## config.mk

```make
export PLATFORM = sky130hd
export DESIGN_NAME = fp_angle_to_fixed
export DESIGN_NICKNAME = d
export VERILOG_FILES = /design/src/rtl/cordic_pkg.sv /design/src/rtl/fp32_unpack_shift.sv /design/src/rtl/fp_angle_to_fixed.sv
export SDC_FILE = /design/constraint.sdc
export NUM_CORES = 1
export LEC_CHECK = 0
export BUFFER_PORTS_ARGS = -buffer_cell sky130_fd_sc_hd__buf_2
export CAP_MARGIN = 20
export CORE_AREA = 4 4 119 121
export CTS_BUF_LIST = sky130_fd_sc_hd__clkbuf_8
export CTS_CLUSTER_DIAMETER = 50
export DETAILED_ROUTE_END_ITERATION = 8
export DIE_AREA = 0 0 123 125
export HOLD_SLACK_MARGIN = 0.12
export PLACE_DENSITY = 0.79
export SLEW_MARGIN = 20
export SYNTH_ARGS = -nofsm -noshare
export SYNTH_HDL_FRONTEND = slang
export SYNTH_SLANG_ARGS = --single-unit
```

## constraint.sdc

```tcl
create_clock -name clk -period 8.3 [get_ports clk]
set_input_delay 1.66 -clock clk [delete_from_list [all_inputs] [get_ports clk]]
set_output_delay 1.66 -clock clk [all_outputs]
set_load 0.1 [all_outputs]
```

## src/rtl/cordic_pkg.sv

```systemverilog
// Shared constants for the float-to-fixed angle front end of the CORDIC core.
// The output angle format is Q3.29 signed, and the FSM state encodings live here.
package cordic_pkg;

  localparam int unsigned FRAC_W  = 29;
  localparam int unsigned ANGLE_W = 32;
  localparam int unsigned MAG_W   = 31;
  localparam int unsigned EXP_W   = 8;
  localparam int unsigned MAN_W   = 24;

  localparam logic [ANGLE_W-1:0] PI_Q      = 32'h6487ED51;
  localparam logic [ANGLE_W-1:0] HALF_PI_Q = 32'h3243F6A8;

  // Exponent at which the mantissa lands unshifted in Q3.29 (127 - 29 + 23).
  localparam int unsigned EXP_BIAS_Q = 121;
  localparam logic [EXP_W-1:0] EXP_SPECIAL   = 8'hFF;
  localparam logic [EXP_W-1:0] EXP_SHIFT_MAX = 8'd128;

  localparam int unsigned FP_SIGN_BIT = 31;
  localparam int unsigned FP_EXP_MSB  = 30;
  localparam int unsigned FP_EXP_LSB  = 23;
  localparam int unsigned FP_FRAC_MSB = 22;

  localparam logic [1:0] IDLE  = 2'd0;
  localparam logic [1:0] SHIFT = 2'd1;
  localparam logic [1:0] FOLD  = 2'd2;
  localparam logic [1:0] DONE  = 2'd3;

endpackage

```

## src/rtl/fp32_unpack_shift.sv

```systemverilog
// Maps an fp32 exponent/mantissa pair onto a 31-bit unsigned Q3.29 magnitude.
// Flags Inf/NaN and exponents too large to be any in-range angle.
module fp32_unpack_shift
  import cordic_pkg::*;
(
  input  logic [EXP_W-1:0] exponent,
  input  logic [MAN_W-1:0] mantissa,
  output logic [MAG_W-1:0] mag_c,
  output logic             err_c
);

  logic [2:0]       lsh;
  logic [EXP_W-1:0] rsh;

  always_comb begin
    mag_c = '0;
    err_c = 1'b0;
    lsh   = 3'(exponent - EXP_W'(EXP_BIAS_Q));
    rsh   = EXP_W'(EXP_BIAS_Q) - exponent;
    if (exponent == EXP_SPECIAL) begin
      err_c = 1'b1;
    end else if (exponent == '0) begin
      mag_c = '0;
    end else if (exponent > EXP_SHIFT_MAX) begin
      err_c = 1'b1;
    end else if (exponent >= EXP_W'(EXP_BIAS_Q)) begin
      mag_c = MAG_W'(mantissa) << lsh;
    end else if (rsh >= EXP_W'(MAN_W)) begin
      mag_c = '0;
    end else begin
      mag_c = MAG_W'(mantissa >> rsh);
    end
  end

endmodule

```

## src/rtl/fp_angle_to_fixed.sv

```systemverilog
// Converts an fp32 radian angle into a folded Q3.29 angle for the CORDIC core.
// Angles beyond +-pi/2 are reflected through pi and flagged so cos can be negated.
module fp_angle_to_fixed
  import cordic_pkg::*;
#(
  parameter int unsigned FRAC_W = 29
) (
  input  logic              clk,
  input  logic              rst,
  input  logic              in_valid,
  output logic              in_ready,
  input  logic [31:0]       in_angle,
  output logic              out_valid,
  input  logic              out_ready,
  output logic [FRAC_W+2:0] out_angle,
  output logic              out_negate,
  output logic              out_err
);

  localparam int unsigned OUT_W = FRAC_W + 3;

  logic [1:0]       state;
  logic [1:0]       state_nxt;
  logic             sign_q;
  logic [EXP_W-1:0] exp_q;
  logic [MAN_W-1:0] man_q;
  logic [MAG_W-1:0] mag_q;
  logic             shift_err_q;

  logic [MAG_W-1:0] mag_c;
  logic             shift_err_c;
  logic [OUT_W-1:0] mag_ext_c;
  logic [OUT_W-1:0] folded_c;
  logic [OUT_W-1:0] angle_c;
  logic             negate_c;
  logic             err_c;

  fp32_unpack_shift u_unpack (
    .exponent (exp_q),
    .mantissa (man_q),
    .mag_c    (mag_c),
    .err_c    (shift_err_c)
  );

  assign in_ready = (state == IDLE);

  always_ff @(posedge clk) begin
    if (rst) begin
      state <= IDLE;
    end else begin
      state <= state_nxt;
    end
  end

  always_comb begin
    state_nxt = state;
    case (state)
      IDLE:    if (in_valid) state_nxt = SHIFT;
      SHIFT:   state_nxt = FOLD;
      FOLD:    state_nxt = DONE;
      DONE:    if (out_ready) state_nxt = IDLE;
      default: state_nxt = IDLE;
    endcase
  end

  // Range check, fold through pi, apply sign; errors squash the result to zero.
  always_comb begin
    mag_ext_c = OUT_W'(mag_q);
    err_c     = shift_err_q | (mag_ext_c > OUT_W'(PI_Q));
    negate_c  = 1'b0;
    folded_c  = mag_ext_c;
    if (mag_ext_c > OUT_W'(HALF_PI_Q)) begin
      folded_c = OUT_W'(PI_Q) - mag_ext_c;
      negate_c = 1'b1;
    end
    angle_c = sign_q ? (OUT_W'(0) - folded_c) : folded_c;
    if (err_c) begin
      angle_c  = '0;
      negate_c = 1'b0;
    end
  end

  always_ff @(posedge clk) begin
    if (rst) begin
      sign_q      <= 1'b0;
      exp_q       <= '0;
      man_q       <= '0;
      mag_q       <= '0;
      shift_err_q <= 1'b0;
      out_valid   <= 1'b0;
      out_angle   <= '0;
      out_negate  <= 1'b0;
      out_err     <= 1'b0;
    end else begin
      if (state == IDLE && in_valid) begin
        sign_q <= in_angle[FP_SIGN_BIT];
        exp_q  <= in_angle[FP_EXP_MSB:FP_EXP_LSB];
        man_q  <= {1'b1, in_angle[FP_FRAC_MSB:0]};
      end
      if (state == SHIFT) begin
        mag_q       <= mag_c;
        shift_err_q <= shift_err_c;
      end
      if (state == FOLD) begin
        out_angle  <= angle_c;
        out_negate <= negate_c;
        out_err    <= err_c;
      end
      out_valid <= (state_nxt == DONE);
    end
  end

endmodule

```

==> metrics, run 1 <==
Worst slew margin 29.7%; vias 7580; Synth area leaders dfxtp_1 27%, nand2_1 8.0%, a21oi_1 7.3%, nor2_1 5.3%, mux2i_1 4.7%; Post CTS Setup Buffer Count 0; Yosys Warn Count 0; initial antenna violation count 0; vias in the first global route 6845; Setup CP Type reg2reg; dpl hpwl about 15 mm; Hold Crit Class reg2reg; Worst setup SP type flop; flops & latches, synth 102; crit end category flop; Worst Path Required around 8600 ps; EDFF count, synth 0; FP Rows 42; most frequent cells after synthesis 164 x nand2_1, 112 x a21oi_1, 108 x nor2_1; Finished Core Util between 60% and 70%; initial core utilization a little under 60%; first-pass GRT wire length between 30 and 40 mm; pins over their slew limit 0; Synth Flop Type dfxtp_1; sequential area share after synthesis roughly a quarter; async set or reset register ratio after synthesis 0%; die height between 100 and 150 um; drt pass-1 iters 6; outcome finished, final reports clean; Die Wd between 100 and 150 um; peak supply drop ~0.16 mV; post-route ant nets 0; R2R Setup Slk roughly 3700 ps; Ant. Diodes 0; Synth Instances about 1100; Pleak ~3.1 nW; Syn Std Cell Area 0.00769 sq mm; core area 0.0131 sq mm; Final #Nets about 1100; fillers 1228; GRT Total Usage a little over a quarter; R2R Path Start mag_q[26]$_SDFFE_PP0N_; share of layout cells above drive strength 1 approximately 14%; largest net degree at the start of global routing between 80 and 90; H-tree levels 3; Yosys top cell by area dfxtp_1; crit path max fanout 12; die area 0.0154 sq mm; Synth-to-Final Area Change 7.66%; Clock Tree Root clkbuf_8; Final Power 1.30 mW; synth unique cells 76; Residual DRC 0; syn_area_per_cell about 7.3 sq um; initial drt markers between 600 and 700; setup tns final 0 ps; GP Congestion slightly below 1; net count after synthesis between 1000 and 1500; post-CTS sizing 0; final hold slack 449 ps; Slew @ Worst Pin between 1000 and 1500 ps; worst clock skew around 11 ps; CTS Buf Count 9; CTS tree yes; reg-to-reg endpoint out_angle[26]$_SDFFE_PP0P_; Max-cap violations 0; path depth of the worst reg2reg path 15; clock net sink count ~100; crit path to out_angle[26]$_SDFFE_PP0P_; Final Hold Fails 0; endpoints failing setup 0; Port Buffer Count between 70 and 80; RSZ-0062 raised after global routing false; Routed WL between 20 and 25 mm; Clock Path Buffers 2; WP data arrival just under 5000 ps; cts hold-fix bufs 0; GR Overflow Total 0; top cell type's share of synthesized area between 20% and 30%; PD cells between 150 and 200 mW/mm^2; setup ws final about 3700 ps; Final Critical Period ~4600 ps; WL/cell 16.5 um; fmax 0.220 GHz; cell with the most instances after synthesis nand2_1; vias per cell ~6.1; Critical Path Start mag_q[26]$_SDFFE_PP0N_; I/O Pins a little over 70; Tcrit/Tclk final between 50% and 60%; Clk pin slew, worst setup/hold paths around 100 ps; pre-CTS setup slack 3800 ps; clk_lat worst skew a little over 400 ps
## critical path, cell delays in order (launching register included)
cell and delay, ps:
dfxtp_1 390, or4b_4 540, or3b_4 410, a211o_1 340, a21oi_1 160, buf_4 220
xnor2_1 170, ha_1 230, and3b_1 190, o21ai_1 100, o311ai_2 320, nand4b_1 180
or3_1 540, o41ai_2 410, xnor2_1 160, o21ai_1 70
## cell usage in the layout (no fill, tap or decap), types with 10 or more instances in the layout
master,n
mux4_2,12
nor2b_1,14
o22ai_1,20
o21ai_0,62
a211oi_1,21
nor3_1,20
buf_2,71
mux2i_1,36
nor2_1,108
buf_4,17
clkbuf_8,10
a31oi_1,11
xor2_1,25
nand2_1,164
nand3_1,17
dfxtp_1,101
inv_1,23
a21oi_1,112
xnor2_1,36
a22oi_1,28
mux2_2,13
## routing by layer
layer | track usage, % | vias to the layer above | part of all wire (%)
li1 | - | 3806 | -
met1 | 34.9 | 3476 | 45
met2 | 42.7 | 245 | 47
met3 | 4.52 | 53 | 5.1
met4 | 11.5 | 0 | 3.2
met5 | 0 | - | 0
## kinds of logic (layout without fill, tap and decap cells)
family	Yosys count	after routing	share of synthesized area, %
xor+xnor	64	64	7.28
flops	102	102	26.5
simple gates	390	390	23.2
compound gates	322	322	26.2
buf+inv	113	127	5.71
fa+ha+maj	5	5	0.813
mux	62	62	10.2
## per-stage QoR
step	std cells	cell area, sq um
after global placement	1232	8080
after floorplan	1058	7690
final	1248	8280
after global routing	1248	8280
after CTS	1248	8280
after detailed placement	1232	8080
## power by group
| part | switching [mW] | total, mW | internal [mW] |
|---|---|---|---|
| clock | 0.188 | 0.337 | 0.149 |
| sequential | 0.0286 | 0.539 | 0.510 |
| combinational | 0.283 | 0.423 | 0.140 |
| total | 0.500 | 1.30 | 0.800 |
## state kept, by name, indices dropped and copies added (netlist names)
name,cells
exp_q,8
mag_q,31
man_q,24
out_angle,32
out_err,1
out_negate,1
out_valid,1
shift_err_q,1
sign_q,1
state,2
## worst min-delay path by stage
| stage | endpoint | startpoint | depth (start not counted) | slack (ps) |
|---|---|---|---|---|
| after global routing | out_angle[29]$_SDFFE_PP0P_ | out_angle[29]$_SDFFE_PP0P_ | 2 | 480 |
| after global placement | out_angle[15]$_SDFFE_PP0P_ | out_angle[15]$_SDFFE_PP0P_ | 2 | 430 |
| after detailed placement | out_angle[18]$_SDFFE_PP0P_ | out_angle[18]$_SDFFE_PP0P_ | 2 | 440 |
| after CTS | out_angle[29]$_SDFFE_PP0P_ | out_angle[29]$_SDFFE_PP0P_ | 2 | 450 |
| final | out_angle[29]$_SDFFE_PP0P_ | out_angle[29]$_SDFFE_PP0P_ | 2 | 450 |
| after floorplan | shift_err_q$_SDFFE_PP0N_ | shift_err_q$_SDFFE_PP0N_ | 2 | 460 |
## layout make-up
class / count / area (sq um) / share of cell area [%]
sequential: 102 / 2040 / 24.7
timing repair buffer: 88 / 483 / 5.83
tap: 176 / 220 / 2.66
multi-input combinational: 843 / 5250 / 63.4
clock inverter: 6 / 65.1 / 0.785
inverter: 23 / 86.3 / 1.04
clock buffer: 10 / 138 / 1.66
(Power assumes the default switching activity.)
==> run 2, diff against run 1 <==
Clock period 8.3 ns to 4.25 ns, I/O delays scaled along.
==> run 2 against run 1 <==
  * Non-clock buffer count up 21
  * Count of clock-buffer cells in the layout unchanged
  * Final cell count is 1.7% higher
  * Sequential power up 95%
  * Highest routed layer unchanged
  * Routed wire length decreased by 0.42%
==> metrics, run 2 (same netlist as run 1, synthesis figures left out) <==
fmax 0.246 GHz; clock net sink count ~100; Final Critical Period 4060 ps; Tcrit/Tclk final a little over nine tenths; fillers roughly 1200; Die Wd around 120 um; Hold Crit Class reg2reg; CTS Buf Count 9; GR Overflow Total 0; final hold slack 454 ps; Max-cap violations 0; R2R Setup Slk roughly 190 ps; Clock Tree Root clkbuf_8; setup tns final 0 ps; Pleak between 3 and 4 nW; drt pass-1 iters 5; Finished Layout Cells about 1300; CTS tree yes; Port Buffer Count 71; worst clock skew slightly above 10 ps; core area around 0.013 sq mm; Ant. Diodes 0; first-pass GRT wire length between 30 and 40 mm; Worst slew margin between 30% and 40%; initial antenna violation count 0; peak supply drop about 0.19 mV; pins over their slew limit 0; register area just over 0.002 sq mm; WL/cell between 15 and 20 um; post-placement cell count between 1000 and 1500; outcome finished, final reports clean; Post-Place Cell Area 0.00823 sq mm; post-route ant nets 0; most frequent cells in the layout 164 x nand2_1, 111 x a21oi_1, 108 x nor2_1, 101 x dfxtp_1, 71 x buf_2; endpoints failing setup 0; Multi-input gate area 0.00526 sq mm; I/O Pins slightly above 70; Final Hold Fails 0; Reg with most FFs out_angle; Setup CP Type reg2reg; initial core utilization approximately three fifths; die area about 0.015 sq mm; Largest regs out_angle (32), mag_q (31), man_q (24); Routed WL slightly above 20 mm; Finished Core Util 64.6%; most common cell after layout, fill and taps aside nand2_1; Residual DRC 0; crit end category flop; PD cells 301 mW/mm^2; Clock Path Buffers 2; initial drt markers around 570; FP Rows between 40 and 50; Clk pin slew, worst setup/hold paths around 110 ps; GRT Total Usage between 20% and 30%; vias in the first global route 6874; largest net degree at the start of global routing between 70 and 80; Worst setup SP type flop; Final #Nets roughly 1100; WP data arrival roughly 4300 ps; GP Congestion a little under 1; dpl hpwl ~15 mm; clk_lat worst skew 400 ps; share of layout cells above drive strength 1 approximately 16%; post-route cell area between 0.008 and 0.009 sq mm; max reg flops 32; Synth-to-Final Area Change 9.92%; Slew @ Worst Pin a little over 1000 ps; Final Power between 2 and 3 mW; die height between 100 and 150 um; vias per cell 5.98; Worst Path Required between 4000 and 5000 ps; H-tree levels 3; crit path max fanout 8; setup ws final between 150 and 200 ps; pre-CTS setup slack between 20 and 30 ps; vias about 7600
run 2: cell types whose count changed in the layout (fill, tap and decap cells not counted), sizes merged:
cell / change
buf: +21
clkinvlp: +1
inv: -1
run 2: timing repair:
item                       4_1_cts  5_1_grt
hold buffers                     0        0
buffers inserted                 0        0
setup endpoints to repair        0        8
resized for setup                0        3
run 2: layout make-up:
type	instances	area share (%)
tap	176	2.60
inverter	23	1.02
sequential	102	24.2
clock buffer	10	1.63
timing repair buffer	109	7.57
multi-input combinational	843	62.2
clock inverter	6	0.799
run 2: power breakdown:
| group | internal, mW | total [mW] | switching (mW) |
|---|---|---|---|
| Clock | 0.292 | 0.663 | 0.372 |
| Combinational | 0.284 | 0.832 | 0.548 |
| Sequential | 0.997 | 1.05 | 0.0548 |
| Total | 1.57 | 2.55 | 0.974 |
run 2: metal layers:
metal	GRT usage [%]	routed length [um]	vias up
met4	8.86	388	0
li1	-	-	3846
met5	0	0	-
met1	36.6	9190	3521
met2	44.9	10000	194
met3	3.12	883	26
run 2: worst paths after layout:
path,from,endpoint,cells after the start
setup / recovery,mag_q[30]$_SDFFE_PP0N_,out_angle[26]$_SDFFE_PP0P_,14
hold / removal,out_angle[21]$_SDFFE_PP0P_,out_angle[21]$_SDFFE_PP0P_,2
setup reg to reg,mag_q[30]$_SDFFE_PP0N_,out_angle[26]$_SDFFE_PP0P_,14
hold reg to reg,out_angle[21]$_SDFFE_PP0P_,out_angle[21]$_SDFFE_PP0P_,2
run 2: worst max-delay path, cell delays in order, from the launching register on:
cell and delay, ps:
dfxtp_1 330, or4b_4 530, or3b_4 420, a211o_1 310, a21oi_2 190, xnor2_1 160, ha_1 220, nand2_1 70
or4_1 420, o311ai_2 100, nand4b_1 190, or3_4 410, o41ai_2 370, xnor2_1 150, o21ai_1 70
==> run 3, diff against run 2 <==
Settings changed: ABC_AREA set to 1, CORE_AREA 4 4 119 121 to 4 4 127 129, DIE_AREA 0 0 123 125 to 0 0 131 133, MAX_ROUTING_LAYER set to met4.
==> run 3 against run 2 <==
  * Power grew 11%
  * Clock skew grew 4.8 ps
  * Area after synthesis grew 15%
  * Design area grew 12%
  * Maximum frequency grew 26%
  * Critical path depth grew 8
  * Global-route usage grew 6.3 points
  * Sequential share of layout area shrank 2.6 points
==> metrics, run 3 <==
outcome finished, final reports clean; endpoints failing setup 0; Post-Place Cell Area 0.00926 sq mm; Port Buffer Count between 70 and 80; Worst setup SP type flop; Synth Instances 1591; Final Hold Fails 0; reg-to-reg endpoint out_angle[26]$_SDFFE_PP0P_; Setup CP Type reg2reg; max reg flops 32; EDFF count, synth 0; ordered list of cells on the worst path inv_2 > nor2_1 > nand2_2 > nor2_4 > nand2_2 > nand2_2 > nand2_4 > nand2_4 > nand2_4 > nand2_1 > nand2_1 > inv_1 > ha_1 > nand3_2 > nor2_4 > nand3_2 > o21ai_2 > nand2_1 > nor2_1 > nand3b_1 > nand3_1 > a21oi_1; Yosys Warn Count 0; first-pass GRT wire length 45.3 mm; setup ws final a little over 1000 ps; share of layout cells above drive strength 1 12.1%; post-route ant nets 0; Yosys top cell by area dfxtp_1; syn_area_per_cell approximately 5.6 sq um; Tcrit/Tclk final around three quarters; CTS tree yes; FP Rows 45; vias per cell approximately 5.7; fmax approximately 0.31 GHz; Residual DRC 0; WP data arrival 3490 ps; most frequent cells in the layout 537 x nand2_1, 222 x nor2_1, 131 x nand3_1, 113 x a21oi_1, 103 x inv_1; Hold Crit Class reg2reg; Max-cap violations 0; Clock Path Buffers 2; Final Critical Period about 3200 ps; crit path to out_angle[26]$_SDFFE_PP0P_; cell family with most CP delay simple AND/OR/NAND/NOR gates; clock net sink count 102; crit end category flop; drt pass-1 iters 6; Ant. Diodes 0; core area around 0.015 sq mm; cts hold-fix bufs 0; pins over their slew limit 0; cell count along the critical path 22; R2R Path Start mag_q[12]$_SDFFE_PP0N_; Synth-to-Final Area Change 6.73%; sequential area share after synthesis a little under a quarter; Slew @ Worst Pin between 900 and 1000 ps; fillers about 1600; Finished Core Util 63.1%; pre-CTS setup slack just over 1000 ps; Post CTS Setup Buffer Count 0; vias in the first global route 9241; GR Overflow Total 0; peak supply drop approximately 0.21 mV; post-route cell area approximately 0.0095 sq mm; CTS Buf Count 9; R2R Setup Slk just over 1000 ps; Routed WL 28.5 mm; GP Congestion ~1.0; Final #Nets around 1700; clk_lat worst skew 380 ps; vias around 10000; most frequent cells after synthesis 537 x nand2_1, 222 x nor2_1, 131 x nand3_1; die height 133 um; RSZ-0062 raised after global routing false; I/O Pins 72; dpl hpwl between 20 and 25 mm; post-CTS sizing 0; Worst path max stage delay between 500 and 600 ps; Synth area leaders dfxtp_1 23%, nand2_1 23%, nor2_1 9.4%, nand3_1 7.4%, a21oi_1 6.4%; Buf+Inv Stages, Crit Path 2; Worst slew margin about a third; path depth of the worst reg2reg path 22; Clk pin slew, worst setup/hold paths roughly 110 ps; initial core utilization roughly three fifths; cell with the most instances after synthesis nand2_1; most common cell after layout, fill and taps aside nand2_1; Critical Path Start mag_q[12]$_SDFFE_PP0N_; net count after synthesis roughly 1600; flops & latches, synth roughly 100; H-tree levels 3; Worst Path Required ~4500 ps; initial drt markers approximately 910; setup tns final 0 ps; Clock Tree Root clkbuf_8; synth unique cells 48; initial antenna violation count 0; largest net degree at the start of global routing 46; Pleak 4.30 nW; Final Power between 2 and 3 mW; async set or reset register ratio after synthesis 0%; slowest library cell on the worst path dfxtp_1; Synth Flop Type dfxtp_1; Reg with most FFs out_angle; Die Wd roughly 130 um; top cell type's share of synthesized area between 20 and 25%; worst clock skew around 15 ps; PD cells about 300 mW/mm^2; Largest regs out_angle (32), mag_q (31), man_q (24); Syn Std Cell Area roughly 0.009 sq mm; GRT Total Usage about a third; WL/cell 15.8 um; die area 0.0174 sq mm; crit path max fanout 29
## run 3: worst min-delay path by stage
stage,from,to,cells after the start
global placement,out_angle[21]$_SDFFE_PP0P_,out_angle[21]$_SDFFE_PP0P_,2
CTS,out_angle[29]$_SDFFE_PP0P_,out_angle[29]$_SDFFE_PP0P_,2
floorplan,man_q[2]$_SDFFE_PP0P_,man_q[2]$_SDFFE_PP0P_,2
detailed placement,out_angle[29]$_SDFFE_PP0P_,out_angle[29]$_SDFFE_PP0P_,2
finish,out_angle[7]$_SDFFE_PP0P_,out_angle[7]$_SDFFE_PP0P_,2
global route,out_angle[5]$_SDFFE_PP0P_,out_angle[5]$_SDFFE_PP0P_,2
## run 3: worst reg2reg max path, cell delays in order (launching register included)
cell	delay, ps
dfxtp_1	510
inv_2	100
nor2_1	130
nand2_2	80
nor2_4	130
nand2_2	60
nand2_2	70
nand2_4	70
nand2_4	160
nand2_4	250
nand2_1	130
nand2_1	120
inv_1	100
ha_1	180
nand3_2	110
nor2_4	130
nand3_2	110
o21ai_2	200
nand2_1	130
nor2_1	150
nand3b_1	90
nand3_1	70
a21oi_1	60
## run 3: power by group
| group | total [mW] | leakage [nW] | internal, mW | switching (mW) |
|---|---|---|---|---|
| Clock | 0.689 | 0.109 | 0.292 | 0.397 |
| Sequential | 1.05 | 0.829 | 1.00 | 0.0495 |
| Combinational | 1.09 | 3.36 | 0.310 | 0.784 |
| Total | 2.83 | 4.30 | 1.60 | 1.23 |
## run 3: cell type report
type / instances / area (sq um) / area share [%]
clock buffer: 9 / 124 / 1.31
clock inverter: 7 / 101 / 1.07
inverter: 123 / 462 / 4.87
multi-input combinational: 1284 / 6020 / 63.5
sequential: 102 / 2040 / 21.5
tap: 188 / 235 / 2.48
timing repair buffer: 90 / 498 / 5.25
## run 3: logic make-up (layout without fill, tap and decap cells)
family	after synthesis	in the layout	share of synthesized area [%]
compound gates	259	259	16.2
xor+xnor	21	21	2.07
fa+ha+maj	5	5	0.704
buf+inv	205	229	9.33
flops	102	102	23.0
simple gates	999	999	48.7
## run 3: per-layer routing
layer / GRT usage, % / wire length, um / vias up
met5: - / 0 / -
li1: - / - / 5164
met4: 16.1 / 1450 / 0
met3: 3.19 / 1510 / 87
met2: 55.4 / 13900 / 374
met1: 40.0 / 11600 / 4619
## run 3: metrics by stage
step	cells	hold WS (ps)
global route	1803	487
detailed placement	1787	452
global placement	1787	450
CTS	1803	469
floorplan	1591	454
finish	1803	467
